[src/rtl/bram_port_arbiter.sv]
// Shares one single-port BRAM between two requesters: round-robin grants, optional burst lock with timeout.
// Grants and BRAM drive are combinational; read data returns tagged to its requester RD_LAT cycles later.
module bram_port_arbiter #(
    parameter int RD_LAT   = 1,
    parameter int MAX_LOCK = 256
) (
    input  logic        clk,
    input  logic        rst,
    input  logic        r0_req,
    input  logic        r0_lock,
    input  logic [31:0] r0_addr,
    input  logic [3:0]  r0_we,
    input  logic [31:0] r0_din,
    output logic        r0_gnt,
    output logic [31:0] r0_dout,
    output logic        r0_rvalid,
    input  logic        r1_req,
    input  logic        r1_lock,
    input  logic [31:0] r1_addr,
    input  logic [3:0]  r1_we,
    input  logic [31:0] r1_din,
    output logic        r1_gnt,
    output logic [31:0] r1_dout,
    output logic        r1_rvalid,
    output logic [31:0] BRAM_ADDR,
    output logic [3:0]  BRAM_WE,
    output logic        BRAM_EN,
    output logic        BRAM_RST,
    output logic [31:0] BRAM_DIN,
    input  logic [31:0] BRAM_DOUT,
    output logic        lock_err
);

    typedef enum logic [1:0] {
        ARB  = 2'd0,
        OWN0 = 2'd1,
        OWN1 = 2'd2
    } state_t;

    state_t            state;
    state_t            state_nxt;
    logic              prio;
    logic              prio_nxt;
    logic              lock_err_nxt;
    logic [15:0]       lock_cnt;
    logic              timeout;
    logic              rd_issue;
    logic [RD_LAT-1:0] pipe_vld;
    logic [RD_LAT-1:0] pipe_id;

    assign timeout = (state != ARB) && (lock_cnt == 16'(MAX_LOCK - 1));

    always_comb begin
        r0_gnt       = 1'b0;
        r1_gnt       = 1'b0;
        state_nxt    = state;
        prio_nxt     = prio;
        lock_err_nxt = 1'b0;

        if (!rst) begin
            unique case (state)
                ARB: begin
                    if (r0_req && r1_req) begin
                        r0_gnt = !prio;
                        r1_gnt = prio;
                    end else begin
                        r0_gnt = r0_req;
                        r1_gnt = r1_req;
                    end
                end
                OWN0:    r0_gnt = r0_req;
                OWN1:    r1_gnt = r1_req;
                default: ;
            endcase
        end

        if (r0_gnt) begin
            prio_nxt = 1'b1;
        end else if (r1_gnt) begin
            prio_nxt = 1'b0;
        end

        // A transfer granted in the final locked cycle still completes; the timeout only ends ownership.
        unique case (state)
            ARB: begin
                if (r0_gnt && r0_lock) begin
                    state_nxt = OWN0;
                end else if (r1_gnt && r1_lock) begin
                    state_nxt = OWN1;
                end
            end
            OWN0: begin
                if (r0_gnt && !r0_lock) begin
                    state_nxt = ARB;
                end else if (timeout) begin
                    state_nxt    = ARB;
                    lock_err_nxt = 1'b1;
                    prio_nxt     = 1'b1;
                end
            end
            OWN1: begin
                if (r1_gnt && !r1_lock) begin
                    state_nxt = ARB;
                end else if (timeout) begin
                    state_nxt    = ARB;
                    lock_err_nxt = 1'b1;
                    prio_nxt     = 1'b0;
                end
            end
            default: state_nxt = ARB;
        endcase
    end

    always_ff @(posedge clk or posedge rst) begin
        if (rst) begin
            state    <= ARB;
            prio     <= 1'b0;
            lock_err <= 1'b0;
            lock_cnt <= '0;
        end else begin
            state    <= state_nxt;
            prio     <= prio_nxt;
            lock_err <= lock_err_nxt;
            if (state != ARB && state_nxt == state) begin
                lock_cnt <= lock_cnt + 16'd1;
            end else begin
                lock_cnt <= '0;
            end
        end
    end

    always_comb begin
        BRAM_EN   = r0_gnt | r1_gnt;
        BRAM_ADDR = '0;
        BRAM_WE   = '0;
        BRAM_DIN  = '0;
        if (r1_gnt) begin
            BRAM_ADDR = r1_addr;
            BRAM_WE   = r1_we;
            BRAM_DIN  = r1_din;
        end else if (r0_gnt) begin
            BRAM_ADDR = r0_addr;
            BRAM_WE   = r0_we;
            BRAM_DIN  = r0_din;
        end
    end

    assign BRAM_RST = rst;
    assign rd_issue = (r0_gnt && r0_we == 4'd0) || (r1_gnt && r1_we == 4'd0);

    // The tag pipeline mirrors the BRAM read latency so each word returns to whoever issued it.
    always_ff @(posedge clk or posedge rst) begin
        if (rst) begin
            pipe_vld <= '0;
            pipe_id  <= '0;
        end else begin
            pipe_vld[0] <= rd_issue;
            pipe_id[0]  <= r1_gnt;
            for (int i = 1; i < RD_LAT; i++) begin
                pipe_vld[i] <= pipe_vld[i-1];
                pipe_id[i]  <= pipe_id[i-1];
            end
        end
    end

    assign r0_rvalid = pipe_vld[RD_LAT-1] && !pipe_id[RD_LAT-1];
    assign r1_rvalid = pipe_vld[RD_LAT-1] &&  pipe_id[RD_LAT-1];
    assign r0_dout   = BRAM_DOUT;
    assign r1_dout   = BRAM_DOUT;

endmodule

[config.mk]
export PLATFORM = sky130hd
export DESIGN_NAME = bram_port_arbiter
export DESIGN_NICKNAME = d
export VERILOG_FILES = /design/src/rtl/bram_port_arbiter.sv
export SDC_FILE = /design/constraint.sdc
export NUM_CORES = 1
export LEC_CHECK = 0
export BUFFER_PORTS_ARGS = -buffer_cell sky130_fd_sc_hd__buf_4
export CAP_MARGIN = 10
export CELL_PAD_IN_SITES_DETAIL_PLACEMENT = 1
export CELL_PAD_IN_SITES_GLOBAL_PLACEMENT = 2
export CORE_MARGIN = 3
export CORE_UTILIZATION = 13
export DETAILED_ROUTE_END_ITERATION = 8
export PLACE_DENSITY_LB_ADDON = 0.1
export SLEW_MARGIN = 40
export SYNTH_ARGS = -nofsm -noshare
export SYNTH_HDL_FRONTEND = slang
export SYNTH_SLANG_ARGS = --single-unit
[constraint.sdc]
create_clock -name clk -period 2.75 [get_ports clk]
set_input_delay 0.55 -clock clk [delete_from_list [all_inputs] [get_ports clk]]
set_output_delay 0.55 -clock clk [all_outputs]
set_load 0.005 [all_outputs]
* Word-level counts from Yosys, hierarchy flattened *
Index checks and enable logic that the tools add are counted.

cells by class
  reduce and logical (&&, ||, !) cells = 20
  equality and inequality tests = 4
  bitwise gates (word level) = 1
  muxes and demuxes = 30
  add/subtract/negate cells = 1

operator list
  cell                                                              number
  32-bit two-way mux                                                4
  16-bit by 1-bit adder with 16-bit output, second input constant   1
  16-bit by 8-bit == test with 1-bit output, second input constant  1
  16-bit two-way mux                                                1
  1-bit two-way mux                                                 13
  1-bit logical AND                                                 11
  2-bit two-way mux                                                 5
  4-bit logical NOT                                                 2
  4-bit two-way mux                                                 2
  1-bit case mux with 2 select lines                                4
  2-bit case mux with 3 select lines                                1
  1-bit logical NOT                                                 4
  2-bit by 1-bit == test with 1-bit output, second input constant   1
  2-bit == test                                                     1
  2-bit == test, second input constant                              1
  2-bit logical NOT                                                 1
  2-bit nonzero test                                                1
  1-bit logical OR                                                  1
  1-bit bitwise OR                                                  1

word-level totals
  output and inout port bits = 139
  register bits = 22

* Longest topological paths before layout *
Gate-level depths: netlist (run 1).

  word-level depth = 11
  mapped depth = 9

* Worst setup path before layout (run 1) *
OpenSTA, ideal clock, no wires.

  path type = input to output
  start = input rst
  end = output BRAM_ADDR[11]
  stages on the path = 7
  arrival = 2.126 ns
  required time = 2.200 ns
  path buffers = 2
  setup slack = 0.074 ns
  cells stage by stage = inv_1 -> nand2_1 -> nor2_2 -> nor2_2 -> buf_4 -> buf_4 -> a22o_1

between the ends
  cells in the longest elaborated chain, start to end = 3
  elaborated cells on any way between the ends = 4

ends and longest elaborated chain
  item                    line  text
  from (decl)             8     input logic rst,
  1-bit two-way mux       60    if (!rst) begin
  32-bit two-way mux      141   end else if (r0_gnt) begin
  32-bit two-way mux (*)  137   if (r1_gnt) begin
  to (decl)               25    output logic [31:0] BRAM_ADDR,

Every way passes the cells marked *; elsewhere a longest branch is shown, timed or not.

* Worst setup path in the final report (run 1) *
  start = register state[1]
  end = output BRAM_ADDR[6]

between the ends
  cells in the longest elaborated chain, start to end = 5
  elaborated cells on any way between the ends = 9

ends and longest elaborated chain
  item                                                                                  line  text
  from (decl)                                                                           40    state_t state;
  from (signal assigned)                                                                121   state <= state_nxt;
  2-bit by 1-bit == test with 1-bit output / 2-bit logical NOT (equally long branches)  61    unique case (state)
  1-bit case mux with 2 select lines                                                    61
  1-bit two-way mux                                                                     60
  32-bit two-way mux                                                                    141
  32-bit two-way mux (*)                                                                137

Marks and branches as above.

==> results.toml, run 1 <==
[logic_synthesis]
yosysTopAreaCellShare_pct = 24.3
synth_top_flop_cell = "dfrtp_1"
synth_nets = 461
synth_area_leaders = "a22o_1 (24%), dfrtp_1 (22%), buf_4 (21%)"
yosysWarnings = 0
async_reset_ff_share_pct = 100
synth-seq-cells = 22
syn_avg_cell_area_um2 = 8.72
syn_inst = 281
synth_area_mm2 = 0.00245
synth_area_leader_cell = "a22o_1"
yosysSeqAreaShare_pct = 22.5
synth_edf_count = 0
ys_types = 40

[timing]
min_period_over_period_pct = 95.6
worst_pin_slew_ns = 0.493
slew_headroom_pct = 67.0
finalSetupViolCount = 0
grt_setup_unrepaired = "false"
max_freq_mhz = 380
drv_slew = 0
clock_skew_ns = 0.00241
setup_tns_ns = 0
finalHoldViolCount = 0
fin_crit_ns = 2.63

[final_layout]
nNetsFinal = 618
seq_area_um2 = 552
multi_input_area_mm2 = 0.00135
final_area_mm2 = 0.00414
layout-drive-gt1-share_pct = 57.4
n_fill_cell = 2145
diodes = 0
area_growth_pct = 68.9

[placed_design]
dpl.hpwl_um = 10900
globalplace.congestion = 0.748
post_dp_cell_area_mm2 = 0.00388
portBuffers = 216

[routing]
finalWirelength_um = 13400
vias = 2721
via_per_inst = 4.09
drc = 0
drt-initial-drc-count = 54
firstDrtPassIters = 4
final_antenna_net_count = 0
wire_per_inst_um = 20.1

[critical_path]
crit_buf_inv = 4
reg2reg_slack_ns = 0.65
ff2ff_path_depth = 8
timing.rr.end = "lock_cnt[12]$_DFF_PP0_"
cp_cell_sequence = "inv_4, ha_4, a31oi_1, nand3b_1, nor2_4, buf_6, clkbuf_16, a22o_1, buf_4"
cp_max_fo = 14
crit_path_max_incr_delay_ns = 0.45
cp-end-kind = "output port"
critPathArrivalTime_ns = 2.08
required_ns = 2.20
critical_path_class = "flip-flop to output port"
crit_family = "buffers and inverters"
r2r_start = "state[1]$_DFF_PP0_"
cp_slowest_cell = "dfrtp_2"
start_kind = "flip-flop"

[cts]
cts_sinks = 22
clk_latency_ns = 0.26
hold_buffers = 0
cts_root_buffer = "clkbuf_16"
clk_path_buf_depth = 2
clk_pin_slew_ns = 0.07
htreeDepth = 1
cts_buffers = 3
cts_tree = "yes"

[global_routing]
antenna_found_initial = 0
grt_max_degree = 44
grt_pass1_wl_um = 18500
grt_use_total_pct = 11.8
grt_pass1_vias = 2993
overflow = 0

[hold_path]
min_path_type = "input port to asynchronous set/reset pin"

[floorplanning]
die_area_mm2 = 0.0205
start_util_pct = 13.5
fp.dieH_um = 143
core-area_mm2 = 0.0182
die_w_um = 143
boundaryPins = 313
rows = 49

[status]
status = "complete, no violations"

[power]
cellLeakagePower_nw = 2.04
ir_drop_mv = 0.293
pwr_density_cell_mw_per_mm2 = 612

[run]
drv_cap = 0
[logic make-up (layout without fill, tap and decap cells)]
logic type	after synthesis	in the layout	synth area share, %
AND/OR/NAND/NOR	64	64	14.4
XOR/XNOR	14	14	5.01
adder cells (fa/ha/maj)	6	6	3.06
buffers and inverters	89	245	24.7
flip-flops	22	22	22.5
AO/OA/AOI/OAI	86	86	30.3
[synthesized netlist by cell type, types with 4 or more instances]
master and n:
nand2_1 8, a22o_1 68, nand3_1 5, buf_2 4, nor2_1 23, xor2_1 9
buf_4 69, inv_1 8, dfrtp_1 22, clkbuf_1 7, and3_1 4, xnor2_1 5
o21ai_0 5, ha_1 6
[per-stage QoR]
step / total power [mW] / hold slack (ns) / std cells / util [%] / setup WS, ns
2_1_floorplan: 1.25 / 0.422 / 281 / - / 0.0743
3_3_place_gp: 1.98 / 0.439 / 653 / 21.3 / 0.192
3_5_place_dp: 1.97 / 0.451 / 653 / 21.3 / 0.174
4_1_cts: 2.51 / 0.423 / 660 / 22.3 / 0.0122
5_1_grt: 2.73 / 0.440 / 666 / 22.7 / 0.00328
6_report: 2.53 / 0.407 / 666 / 22.7 / 0.121
[repair_timing]
| action | CTS | global route |
|---|---|---|
| pin swaps | 1 | 1 |
| setup buffers | 2 | 6 |
| gates cloned | 1 | 1 |
| endpoints found under the hold margin | 0 | 0 |
| setup endpoints to repair | 56 | 68 |
| resized for setup | 7 | 7 |
[layout make-up]
cell class | instances | share of cell area (%)
Timing Repair Buffer | 233 | 43.8
Multi-Input combinational cell | 170 | 32.6
Inverter | 8 | 0.786
Sequential cell | 22 | 13.3
Clock buffer | 3 | 1.81
Clock inverter | 1 | 0.726
Tap cell | 229 | 6.92
[power breakdown]
group / internal (mW) / leakage [nW] / switching (mW) / total [mW]
combinational: 0.927 / 1.69 / 0.798 / 1.73
sequential: 0.357 / 0.302 / 0.0299 / 0.387
clock: 0.290 / 0.0511 / 0.132 / 0.422
total: 1.57 / 2.04 / 0.960 / 2.53
[cell usage in the layout (no fill, tap or decap), types with 2 or more instances in the layout]
master / Yosys / final
a21oi_1: 2 / 2
a22o_1: 68 / 68
a31oi_1: 3 / 3
and2_1: 2 / 2
and3_1: 4 / 4
and4_1: 3 / 3
buf_12: 0 / 3
buf_4: 69 / 227
buf_6: 1 / 2
clkbuf_16: 0 / 4
dfrtp_1: 22 / 21
ha_1: 6 / 3
ha_4: 0 / 3
inv_1: 8 / 6
nand2_1: 8 / 8
nand3_1: 5 / 5
nand4_1: 3 / 3
nor2_1: 23 / 23
nor2_4: 0 / 2
nor2b_1: 2 / 2
nor3b_1: 2 / 2
o21ai_0: 5 / 5
o2bb2ai_1: 2 / 2
xnor2_1: 5 / 5
xor2_1: 9 / 9
[metal layers]
metal	GRT usage, %	routed length [um]	part of all wire [%]
met5	0	0	0
met1	12.4	4410	33
met4	1.83	78	0.58
met2	22.9	7730	58
met3	4.39	1150	8.6
[worst reg2reg max path, delay by kind of cell (launching register included)]
kind,cells,cell delay [ns]
buf+inv,2,0.24
fa+ha+maj,1,0.18
simple gates,3,0.39
compound gates,2,0.74
flops,1,0.42
[flip-flops by register name, summed over array words and instances (netlist names)]
register,cells
pipe_vld,1
lock_err,1
state,2
prio,1
lock_cnt,16
pipe_id,1
[worst max-delay path by stage]
stage / startpoint / end / slack, ns / cells after the start
final: state[1]$_DFF_PP0_ / BRAM_ADDR[6] / 0.12 / 9
after global routing: state[0]$_DFF_PP0_ / BRAM_DIN[29] / 0.003 / 9
after CTS: state[0]$_DFF_PP0_ / BRAM_DIN[7] / 0.01 / 9
after detailed placement: state[1]$_DFF_PP0_ / BRAM_ADDR[26] / 0.17 / 8
after global placement: state[1]$_DFF_PP0_ / BRAM_ADDR[26] / 0.19 / 8
after floorplan: rst / BRAM_ADDR[11] / 0.07 / 7
Power figures use the tool's default switching activity.
==> run 2, diff against run 1 <==
- SETUP_SLACK_MARGIN: default -> 0.5
==> results.toml, run 2 (synthesized netlist as in run 1, its figures left out) <==
[timing]
min_period_over_period_pct = 95.1
grt_setup_unrepaired = "true"
setup_tns_ns = 0
max_freq_mhz = 382
worst_pin_slew_ns = 0.295
finalSetupViolCount = 0
clock_skew_ns = 0.00111
finalHoldViolCount = 0
drv_slew = 0
slew_headroom_pct = 80.2
fin_crit_ns = 2.62

[final_layout]
layout-drive-gt1-share_pct = 59.4
nNetsFinal = 628
final_util_pct = 23.9
largest_reg_flops = 16
registers.top_by_ff_count = "lock_cnt"
area_growth_pct = 77.6
final_cell_mix = "buf_4 (228), a22o_1 (67), nor2_1 (23), dfrtp_1 (20), xor2_1 (9)"
diodes = 0
final_common_cell = "buf_4"
reg.largest.list = "lock_cnt x16, state x2"

[floorplanning]
start_util_pct = 13.5
rows = 49
fp.dieH_um = 143
die_w_um = 143
die_area_mm2 = 0.0205
boundaryPins = 313
core-area_mm2 = 0.0182

[routing]
vias = 2681
final_antenna_net_count = 0
wire_per_inst_um = 21.5
via_per_inst = 3.97
finalWirelength_um = 14500
drc = 0
drt-initial-drc-count = 56
firstDrtPassIters = 4

[cts]
cts_sinks = 22
clk_path_buf_depth = 2
cts_buffers = 3
cts_root_buffer = "clkbuf_16"
clk_latency_ns = 0.25
htreeDepth = 1
cts_tree = "yes"
hold_buffers = 0
clk_pin_slew_ns = 0.06

[placed_design]
dpl.hpwl_um = 11500
globalplace.congestion = 0.793
portBuffers = 216

[global_routing]
grt_pass1_vias = 2806
grt_use_total_pct = 12.7
grt_max_degree = 37
overflow = 0
grt_pass1_wl_um = 19200
antenna_found_initial = 0

[power]
cellLeakagePower_nw = 2.12
power_mw = 2.69
ir_drop_mv = 0.202
pwr_density_cell_mw_per_mm2 = 619

[critical_path]
critPathArrivalTime_ns = 2.07
cp-end-kind = "output port"
crit_path_max_incr_delay_ns = 0.45
start_kind = "flip-flop"
required_ns = 2.20
critical_path_class = "flip-flop to output port"
cp_cell_sequence = "inv_4, ha_4, a31oi_1, nand3b_1, nor2_4, buf_12, buf_12, buf_16, a22o_1, buf_4"
cp_max_fo = 16
cp_slowest_cell = "dfrtp_2"
path_common_cell = "buf_12"

[hold_path]
min_path_type = "input port to asynchronous set/reset pin"

[status]
status = "complete, no violations"

[run]
drv_cap = 0
-- run 2: report_power, final --
group / internal [mW] / switching [mW] / total [mW]
clock network: 0.192 / 0.109 / 0.301
logic: 1.13 / 0.860 / 2.00
registers: 0.358 / 0.0373 / 0.396
total: 1.68 / 1.01 / 2.69
-- run 2: layout make-up --
class	count	area, um2
fillers	2124	13900
clock buffers	3	75.1
multi-input cells	170	1370
well taps	229	287
inverters	8	38.8
repair buffers	243	2020
flip-flops and latches	22	553
-- run 2: repair_timing --
action,CTS,global route
setup endpoints to repair,71,87
cloned,5,0
hold endpoints to repair,0,0
resized for setup,22,1
pin swaps,3,2
setup buffers,14,1
-- run 2: worst max-delay path, delay by kind of cell, from the launching register on --
kind	cells	cell delay (ns)
flops	1	0.45
fa+ha+maj	1	0.16
buf+inv	5	0.60
simple gates	2	0.38
compound gates	2	0.20
-- run 2: final timing paths --
path / start / to / slack (ns) / cells after the start
max: state[0]$_DFF_PP0_ / BRAM_ADDR[9] / 0.13 / 10
min: rst / lock_cnt[15]$_DFF_PP0_ / 0.40 / 3
max reg2reg: state[0]$_DFF_PP0_ / lock_cnt[6]$_DFF_PP0_ / 0.73 / 10
min reg2reg: lock_cnt[0]$_DFF_PP0_ / lock_cnt[0]$_DFF_PP0_ / 0.45 / 1
max in group asynchronous: rst / state[0]$_DFF_PP0_ / 2.17 / 3
min in group clk: lock_cnt[0]$_DFF_PP0_ / lock_cnt[0]$_DFF_PP0_ / 0.45 / 1
-- run 2: metal layers --
metal  track usage (%)  share of wire, %
met1              13.9                36
met2              25.8                58
met3              1.64               4.7
met4              2.63               1.5
met5                 0                 0
-- run 2: per-stage QoR --
step	cell area, um2	std cells	hold WS (ns)	setup slack (ns)
3_5_place_dp	3890	652	0.452	0.243
2_1_floorplan	2470	281	0.422	0.459
3_3_place_gp	3890	652	0.445	0.300
5_1_grt	4350	675	0.405	0.00899
4_1_cts	4320	674	0.400	0.129
6_report	4350	675	0.396	0.134
==> run 3, diff against run 2 <==
- PLACE_DENSITY_LB_ADDON: 0.1 -> 0.08
- SLEW_MARGIN: 40 -> 5
==> results.toml, run 3 (synthesized netlist as in run 1, its figures left out) <==
[status]
status = "complete, no violations"

[routing]
drc = 0
drt-initial-drc-count = 81
firstDrtPassIters = 4
wire_per_inst_um = 20.2
final_antenna_net_count = 0
via_per_inst = 4.00
finalWirelength_um = 13600
vias = 2686

[global_routing]
use_met3_pct = 2.21
antenna_found_initial = 0
busiest_layer = "met2"
grt_max_degree = 46
grt_use_total_pct = 11.7
grt_pass1_wl_um = 17800
grtUsageMet2_pct = 23.2
overflow = 0
grt_pass1_vias = 2692
grt_util_met1_pct = 12.7

[placed_design]
globalplace.congestion = 0.774
place_inst = 652
portBuffers = 216
dpl.hpwl_um = 11000
post_dp_cell_area_mm2 = 0.00388

[final_layout]
reg.largest.list = "lock_cnt x16, state x2"
registers.top_by_ff_count = "lock_cnt"
final_common_cell = "buf_4"
diodes = 0
area_growth_pct = 72.9
largest_reg_flops = 16
multi_input_area_mm2 = 0.00137
final_area_mm2 = 0.00424
layout-drive-gt1-share_pct = 59.4
final_cell_mix = "buf_4 (229), a22o_1 (67), nor2_1 (23), dfrtp_1 (21), xor2_1 (9)"
stdcell_count = 672
nNetsFinal = 624
n_fill_cell = 2159
seq_area_um2 = 552

[critical_path]
cp_cell_sequence = "inv_2, ha_4, a31oi_1, nand3b_1, nor2_4, buf_12, clkbuf_16, a22o_1, buf_4"
start_kind = "flip-flop"
crit_path_max_incr_delay_ns = 0.41
required_ns = 2.20
cp-end-kind = "output port"
critPathArrivalTime_ns = 2.06
cp_slowest_cell = "dfrtp_1"
critical_path_class = "flip-flop to output port"
cp_max_fo = 10

[timing]
setup_tns_ns = 0
drv_slew = 0
min_period_over_period_pct = 95.0
slew_headroom_pct = 78.4
max_freq_mhz = 383
fin_crit_ns = 2.61
worst_pin_slew_ns = 0.324
grt_setup_unrepaired = "true"
finalSetupViolCount = 0
clock_skew_ns = 0.00277
finalHoldViolCount = 0

[floorplanning]
core-area_mm2 = 0.0182
die_area_mm2 = 0.0205
start_util_pct = 13.5
boundaryPins = 313
die_w_um = 143
rows = 49
fp.dieH_um = 143

[hold_path]
min_path_type = "input port to asynchronous set/reset pin"

[cts]
htreeDepth = 1
hold_buffers = 0
cts_sinks = 22
cts_root_buffer = "clkbuf_16"
clk_pin_slew_ns = 0.06
clk_latency_ns = 0.25
clk_path_buf_depth = 2
cts_tree = "yes"
cts_buffers = 3

[power]
pwr_density_cell_mw_per_mm2 = 613
cellLeakagePower_nw = 2.08
ir_drop_mv = 0.219

[run]
drv_cap = 0
-- run 3: layout make-up --
cell class / instances / share of cell area, %
timing repair buffer: 239 / 45.0
tap: 229 / 6.77
inverter: 8 / 0.857
sequential: 22 / 13.0
clock buffer: 4 / 2.10
multi-input combinational: 170 / 32.3
-- run 3: per-layer routing --
metal / share of wire (%) / wire length (um)
met1: 35 / 4770
met2: 57 / 7750
met3: 6.3 / 853
met4: 1.7 / 226
met5: 0 / 0
-- run 3: per-stage QoR --
step | setup slack (ns) | utilization, % | hold slack [ns] | power [mW]
after floorplan | 0.459 | - | 0.422 | 1.26
after global placement | 0.228 | 21.3 | 0.438 | 1.98
after detailed placement | 0.174 | 21.3 | 0.454 | 1.97
after CTS | 0.105 | 22.9 | 0.439 | 2.57
after global routing | 0.0159 | 23.3 | 0.442 | 2.82
final | 0.137 | 23.3 | 0.418 | 2.60
-- run 3: where the power goes --
group | internal (mW) | total (mW) | leakage [nW] | switching (mW)
Sequential | 0.357 | 0.387 | 0.302 | 0.0302
Clock | 0.222 | 0.344 | 0.0442 | 0.122
Combinational | 1.05 | 1.87 | 1.73 | 0.812
Total | 1.63 | 2.60 | 2.08 | 0.964
-- run 3: critical path, delay by kind of cell, from the launching register on --
kind	cells	cell delay, ns
buf+inv	4	0.55
fa+ha+maj	1	0.16
simple gates	2	0.49
compound gates	2	0.19
flops	1	0.41
-- run 3: worst paths after layout --
check | start | end | slack, ns | cells past startpoint
min | rst | prio$_DFF_PP0_ | 0.42 | 3
max in group asynchronous | rst | state[1]$_DFF_PP0_ | 2.07 | 3
min reg2reg | lock_cnt[0]$_DFF_PP0_ | lock_cnt[0]$_DFF_PP0_ | 0.45 | 1
max | state[0]$_DFF_PP0_ | BRAM_DIN[27] | 0.14 | 9
max reg2reg | state[0]$_DFF_PP0_ | lock_cnt[9]$_DFF_PP0_ | 0.77 | 10
min in group clk | lock_cnt[0]$_DFF_PP0_ | lock_cnt[0]$_DFF_PP0_ | 0.45 | 1
-- run 3: timing repair --
item | in CTS | in global routing
resized for setup | 20 | 2
endpoints found under the setup margin | 71 | 87
setup buffers | 10 | 4
hold endpoints to repair | 0 | 0
pin swaps | 2 | 7
gates cloned | 1 | 1
